File: config.mk
export PLATFORM = sky130hd
export DESIGN_NAME = ucsbece154b_icache
export DESIGN_NICKNAME = d
export VERILOG_FILES = /design/src/rtl/ucsbece154b_icache_pkg.sv /design/src/rtl/ucsbece154b_icache_fsm.sv /design/src/rtl/ucsbece154b_icache.sv
export SDC_FILE = /design/constraint.sdc
export NUM_CORES = 1
export LEC_CHECK = 0
export CORE_MARGIN = 5
export CORE_UTILIZATION = 58
export CTS_BUF_LIST = sky130_fd_sc_hd__clkbuf_8
export DETAILED_ROUTE_END_ITERATION = 7
export GPL_TIMING_DRIVEN = 0
export PLACE_DENSITY_LB_ADDON = 0.25
export SETUP_SLACK_MARGIN = 0.05
export SYNTH_ARGS = -nofsm -noshare
export SYNTH_HDL_FRONTEND = slang
export SYNTH_SLANG_ARGS = --single-unit
export TNS_END_PERCENT = 20
File: constraint.sdc
create_clock -name clk -period 5.1 [get_ports clk]
set_input_delay 1.275 -clock clk [delete_from_list [all_inputs] [get_ports clk]]
set_output_delay 1.275 -clock clk [all_outputs]
set_load 0.02 [all_outputs]
File: src/rtl/ucsbece154b_icache_pkg.sv
// Shared definitions for the direct-mapped instruction cache.
// Holds the FSM state encoding, default geometry and address-field width helpers.
// No logic of its own; imported by the cache top and its FSM.
package ucsbece154b_icache_pkg;

    typedef enum logic [1:0] {
        icache_idle   = 2'd0,
        icache_req    = 2'd1,
        icache_refill = 2'd2
    } icache_state_t;

    localparam int unsigned ICACHE_NUM_SETS       = 8;
    localparam int unsigned ICACHE_WORDS_PER_LINE = 4;
    localparam int unsigned ICACHE_ADDR_W         = 32;

    // Word-offset field width (selects a word within a line).
    function automatic int unsigned icache_offset_w(input int unsigned words_per_line);
        return $clog2(words_per_line);
    endfunction

    // Index field width (selects a line).
    function automatic int unsigned icache_index_w(input int unsigned num_sets);
        return $clog2(num_sets);
    endfunction

    // Tag is whatever remains above offset, index and the two byte bits.
    function automatic int unsigned icache_tag_w(input int unsigned num_sets,
                                                 input int unsigned words_per_line);
        return ICACHE_ADDR_W - $clog2(num_sets) - $clog2(words_per_line) - 2;
    endfunction

endpackage

File: src/rtl/ucsbece154b_icache_fsm.sv
// Miss-handling controller: IDLE -> REQ (one-cycle burst request) -> REFILL -> IDLE.
// Leaves IDLE the cycle after a miss; REQ lasts exactly one cycle; REFILL lasts until the last beat.
// Beats may arrive at any spacing; the controller simply waits in REFILL for each one.
module ucsbece154b_icache_fsm
    import ucsbece154b_icache_pkg::*;
#(
    parameter int unsigned WORDS_PER_LINE = ICACHE_WORDS_PER_LINE,
    localparam int unsigned CNT_W = icache_offset_w(WORDS_PER_LINE)
) (
    input  logic              clk,
    input  logic              reset,
    input  logic              read_enable_i,
    input  logic              hit_i,
    input  logic              mem_data_ready_i,
    input  logic              last_beat_i,
    output icache_state_t     state_o,
    output logic [CNT_W-1:0]  beat_cnt_o,
    output logic              mem_read_request_o,
    output logic              busy_o
);

    icache_state_t    state_q, state_d;
    logic [CNT_W-1:0] cnt_q, cnt_d;

    // State register and beat counter; reset abandons any refill in flight.
    always_ff @(posedge clk) begin
        if (reset) begin
            state_q <= icache_idle;
            cnt_q   <= '0;
        end else begin
            state_q <= state_d;
            cnt_q   <= cnt_d;
        end
    end

    // Next-state, counter update and the request pulse.
    always_comb begin
        state_d            = state_q;
        cnt_d              = cnt_q;
        mem_read_request_o = 1'b0;
        case (state_q)
            icache_idle: begin
                if (read_enable_i && !hit_i) state_d = icache_refill == icache_refill ? icache_req : icache_idle;
            end
            icache_req: begin
                mem_read_request_o = 1'b1;
                cnt_d              = '0;
                state_d            = icache_refill;
            end
            icache_refill: begin
                if (mem_data_ready_i) begin
                    // Counter wraps back to zero on the last beat.
                    cnt_d = cnt_q + 1'b1;
                    if (last_beat_i) state_d = icache_idle;
                end
            end
            default: state_d = icache_idle;
        endcase
    end

    assign state_o    = state_q;
    assign beat_cnt_o = cnt_q;
    assign busy_o     = (state_q != icache_idle);

endmodule

File: src/rtl/ucsbece154b_icache.sv
// Direct-mapped read-only instruction cache between fetch and a word-serial memory.
// Hit latency 0 cycles (combinational); miss penalty at least 2 + WORDS_PER_LINE cycles.
// Ready_o drops on a miss and stays low until the line is refilled; fetch stalls on !Ready_o.
module ucsbece154b_icache
    import ucsbece154b_icache_pkg::*;
#(
    parameter int unsigned NUM_SETS       = ICACHE_NUM_SETS,
    parameter int unsigned WORDS_PER_LINE = ICACHE_WORDS_PER_LINE
) (
    input  logic        clk,
    input  logic        reset,
    input  logic        ReadEnable_i,
    input  logic [31:0] ReadAddress_i,
    output logic [31:0] Instruction_o,
    output logic        Ready_o,
    output logic        Busy_o,
    output logic        MemReadRequest_o,
    output logic [31:0] MemReadAddress_o,
    input  logic        MemDataReady_i,
    input  logic [31:0] MemDataIn_i
);

    localparam int unsigned OFF_W  = icache_offset_w(WORDS_PER_LINE);
    localparam int unsigned IDX_W  = icache_index_w(NUM_SETS);
    localparam int unsigned TAG_W  = icache_tag_w(NUM_SETS, WORDS_PER_LINE);
    localparam int unsigned LINE_W = TAG_W + IDX_W;
    localparam logic [OFF_W-1:0] LAST_CNT = OFF_W'(WORDS_PER_LINE - 1);

    // Storage arrays: data and tags are don't-care until the valid bit is set.
    logic [NUM_SETS-1:0] valid_q, valid_d;
    logic [TAG_W-1:0]    tag_q  [NUM_SETS];
    logic [TAG_W-1:0]    tag_d  [NUM_SETS];
    logic [31:0]         data_q [NUM_SETS][WORDS_PER_LINE];
    logic [31:0]         data_d [NUM_SETS][WORDS_PER_LINE];
    logic [LINE_W-1:0]   line_addr_q, line_addr_d;

    icache_state_t      state;
    logic [OFF_W-1:0]   beat_cnt;
    logic               hit;
    logic               last_beat;
    logic               unused_addr_bits;

    logic [OFF_W-1:0]   req_off;
    logic [IDX_W-1:0]   req_idx;
    logic [TAG_W-1:0]   req_tag;
    logic [IDX_W-1:0]   fill_idx;
    logic [TAG_W-1:0]   fill_tag;

    assign req_off  = ReadAddress_i[OFF_W+1:2];
    assign req_idx  = ReadAddress_i[OFF_W+IDX_W+1:OFF_W+2];
    assign req_tag  = ReadAddress_i[31:OFF_W+IDX_W+2];
    assign fill_idx = line_addr_q[IDX_W-1:0];
    assign fill_tag = line_addr_q[LINE_W-1:IDX_W];
    // Byte-within-word bits play no part in an instruction fetch.
    assign unused_addr_bits = ^ReadAddress_i[1:0];

    assign hit       = ReadEnable_i && (state == icache_idle) && valid_q[req_idx]
                       && (tag_q[req_idx] == req_tag);
    assign last_beat = (state == icache_refill) && MemDataReady_i && (beat_cnt == LAST_CNT);

    assign Ready_o          = hit;
    assign Instruction_o    = hit ? data_q[req_idx][req_off] : 32'd0;
    assign MemReadAddress_o = {line_addr_q, {(OFF_W+2){1'b0}}};

    ucsbece154b_icache_fsm #(
        .WORDS_PER_LINE (WORDS_PER_LINE)
    ) u_fsm (
        .clk                (clk),
        .reset              (reset),
        .read_enable_i      (ReadEnable_i),
        .hit_i              (hit),
        .mem_data_ready_i   (MemDataReady_i),
        .last_beat_i        (last_beat),
        .state_o            (state),
        .beat_cnt_o         (beat_cnt),
        .mem_read_request_o (MemReadRequest_o),
        .busy_o             (Busy_o)
    );

    // Miss-address latch and refill writes into the array being filled.
    always_comb begin
        valid_d     = valid_q;
        tag_d       = tag_q;
        data_d      = data_q;
        line_addr_d = line_addr_q;
        if ((state == icache_idle) && ReadEnable_i && !hit) begin
            line_addr_d = ReadAddress_i[31:OFF_W+2];
        end
        if ((state == icache_refill) && MemDataReady_i) begin
            data_d[fill_idx][beat_cnt] = MemDataIn_i;
            if (last_beat) begin
                tag_d[fill_idx]   = fill_tag;
                valid_d[fill_idx] = 1'b1;
            end
        end
    end

    // Valid bits and the burst address reset; a partial line never becomes valid.
    always_ff @(posedge clk) begin
        if (reset) begin
            valid_q     <= '0;
            line_addr_q <= '0;
        end else begin
            valid_q     <= valid_d;
            line_addr_q <= line_addr_d;
        end
    end

    // Tag and data arrays carry no reset; they are qualified by the valid bits.
    always_ff @(posedge clk) begin
        tag_q  <= tag_d;
        data_q <= data_d;
    end

endmodule

==> out/metrics.yaml <==
outcome: "complete, but fails checks"
violations: "setup timing"
synth_cell_types: 40
gp_congestion: 0.794
avgSynthCellArea_um2: 22.9
arrival_ns: 4.01
postRouteAntennaNets: 0
grt_pass1_wl_mm: 167
hold_end: "valid_q[3]"
grt_max_degree: 33
synth_cells: 2128
whs_ns: 0.484
layout.nets: 2571
fin_crit_ns: 5.29
clkTransAtPathRegs_ns: 0.06
gr-usage-all-layers_pct: 26.1
ys_seq_area_share_pct: 77.1
hold_violations: 0
viasPerCell: 6.38
chipHeight_um: 300
post-synth-top-count-cell: "edfxtp_1"
overflow: 0
dp_hpwl_mm: 71.8
cts_buffers: 191
drive_above_1_share_pct: 31.7
synth_area_leaders: "edfxtp_1 (75%), mux4_2 (16%), mux2i_1 (2.6%)"
maxCapViolCount: 0
cp.required_ns: 3.83
grt_antenna_before_repair: 3
grt_pass1_vias: 24934
min_from: "valid_q[3]"
port_buffers: 122
peakVddDrop_uv: 233
regArea_um2: 37600
slew_violations: 0
finalCritPeriodShare_pct: 104
r2r-end: "data_q[408]"
synth_common_cells: "edfxtp_1 (1224), mux4_2 (342), mux2i_1 (128)"
hold_depth: 2
finalSetupViolCount: 30
fill_cells: 4921
clock_tree.root_cell: "clkbuf_8"
std_cell_rows: 106
p_sw_mw: 4.49
p_leak_nw: 18.5
r2r-start: "u_fsm.state_o[1]"
num_io_pins: 135
worst_pin_slew_ns: 1.20
crit_start: "ReadAddress_i[5]"
wl_per_cell_um: 30.9
drtIter0Drc: 2616
coreArea_um2: 83400
cp_max_fo: 8
power.density_nw_per_um2: 354
clock_latency_ns: 0.85
maxSlewHeadroom_pct: 20.1
p_comb_share_pct: 5.5
dieArea_um2: 89800
yosys_most_used_dff: "edfxtp_1"
skew_ns: 0.0463
numClockSinks: 1264
worst_slack_ns: -0.187
clockPowerShare_pct: 37.5
syn_area_um2: 48700
die_w_um: 300
worstHoldPathType: "reg2reg"
r2r_setup_slack_ns: 1.83
async_flop_share_pct: 0
p_int_mw: 15.7
swShare_pct: 22.3
path_class: "in2out"
start_kind: "input port"
synth_top_cell_area_share_pct: 75.5
setup-tns-final_ns: -2.72
cts_max_level: 4
yosys_warnings: 0
multiInputGateArea_um2: 11100
synth_edf_count: 1224
cts_buffer_depth: 3
drc: 0
syn_to_final_growth_pct: 16.9
drtPass1Iterations: 5
max_freq_mhz: 189
p_seq_share_pct: 57.0
initial_utilization_pct: 58.4
routed_wl_mm: 115
rsz0062_at_grt: "yes"
r2r_cells: 5
yosysTopAreaCell: "edfxtp_1"
ys_seq_elements: 1264
cts_tree: "built"
vias: 23858
critPathCaptureType: "output port"
hold_buffers: 0
## worst max path at each step
stage | endpoint | slack (ns) | cells after the start
2_1_floorplan | Instruction_o[30] | -0.01 | 9
3_3_place_gp | Instruction_o[30] | -2.21 | 13
3_5_place_dp | Instruction_o[30] | -2.14 | 13
4_1_cts | Instruction_o[30] | -0.12 | 12
5_1_grt | Instruction_o[30] | -0.21 | 12
6_report | Instruction_o[30] | -0.19 | 12
## placed cells by master (no fill, tap or decap), types with 5 or more instances in the layout
| master | n |
|---|---|
| mux2i_1 | 123 |
| nand3_1 | 5 |
| clkbuf_8 | 218 |
| clkbuf_4 | 11 |
| xnor2_1 | 7 |
| xor2_1 | 5 |
| nor2_1 | 35 |
| clkbuf_1 | 15 |
| clkdlybuf4s50_1 | 89 |
| inv_8 | 6 |
| dfxtp_1 | 40 |
| buf_4 | 35 |
| nor2_2 | 12 |
| buf_8 | 8 |
| buf_6 | 42 |
| a21oi_1 | 11 |
| clkbuf_2 | 7 |
| buf_16 | 20 |
| a22oi_1 | 24 |
| edfxtp_1 | 1224 |
| nor2_4 | 49 |
| and3_1 | 10 |
| clkinv_1 | 48 |
| mux4_2 | 342 |
| clkinv_2 | 28 |
| buf_12 | 31 |
| nor2b_1 | 6 |
| nand2_1 | 9 |
| nand2b_1 | 57 |
| inv_1 | 66 |
| buf_2 | 6 |
| o22a_1 | 5 |
## kinds of logic (layout without fill, tap and decap cells)
family | count (synthesis) | after routing | synth area share [%]
AO/OA/AOI/OAI | 54 | 54 | 0.797
XOR/XNOR | 13 | 13 | 0.234
adder cells (fa/ha/maj) | 4 | 4 | 0.103
buffers and inverters | 118 | 645 | 1.14
flip-flops | 1264 | 1264 | 77.1
multiplexers | 472 | 472 | 18.5
other | 1 | 5 | 0.00770
AND/OR/NAND/NOR | 202 | 202 | 2.08
## power groups by stage
| stage | combinational, mW | clock (mW) | sequential (mW) |
|---|---|---|---|
| after global placement | 1.01 | 0 | 11.7 |
| after floorplan | 0.590 | 0 | 11.7 |
| final | 1.12 | 7.55 | 11.5 |
| after CTS | 1.11 | 7.65 | 11.5 |
| after global routing | 1.18 | 8.16 | 11.5 |
| after detailed placement | 1.05 | 0 | 11.7 |
## routing by layer
layer | GRT usage, % | share of wire (%) | vias up
li1 | - | - | 9743
met1 | 35.9 | 37 | 12475
met2 | 41.9 | 49 | 1397
met3 | 6.46 | 10 | 239
met4 | 8.80 | 3.3 | 4
met5 | 0 | 0.029 | -
## state kept, by name, indices dropped and copies added, names as in the netlist
signal / cells
data_q: 1024
tag_q: 200
line_addr_q: 28
valid_q: 8
u_fsm.beat_cnt_o: 2
u_fsm.state_o: 2
## critical path: stages
cell and delay [ns]:
buf_12 0.09, buf_12 0.11, mux4_2 0.53, mux2i_4 0.19
xor2_2 0.27, nand3_2 0.18, nor4_4 0.43, nand4_4 0.13
buf_12 0.20, clkbuf_16 0.18, nor2_4 0.23, buf_6 0.16
## metrics by stage
| stage | setup slack [ns] | utilization [%] | total power, mW | cell area (um^2) | std cells |
|---|---|---|---|---|---|
| 6_report | -0.187 | 68.2 | 20.1 | 56900 | 3739 |
| 2_1_floorplan | -0.0101 | - | 12.3 | 48700 | 2131 |
| 3_3_place_gp | -2.21 | 61.5 | 12.7 | 51300 | 3333 |
| 5_1_grt | -0.212 | 68.2 | 20.8 | 56900 | 3739 |
| 3_5_place_dp | -2.14 | 63.1 | 12.7 | 52600 | 3377 |
| 4_1_cts | -0.125 | 68.1 | 20.2 | 56800 | 3738 |
## cell type report
cell class	instances	share of cell area (%)
clock buffer	200	4.84
tap	1080	2.37
multi-input combinational	749	19.4
clock inverter	152	1.29
sequential	1264	66.0
inverter	5	0.0330
antenna	1	0.00440
timing repair buffer	175	4.04
buffer	113	1.99
## what timing repair did
action,in CTS,in global routing
gates cloned,1,0
gates resized for setup,417,29
setup endpoints to repair,33,33
setup buffers,8,0
pin swaps,8,4
Note: power is estimated with default switching activity, not from simulation.
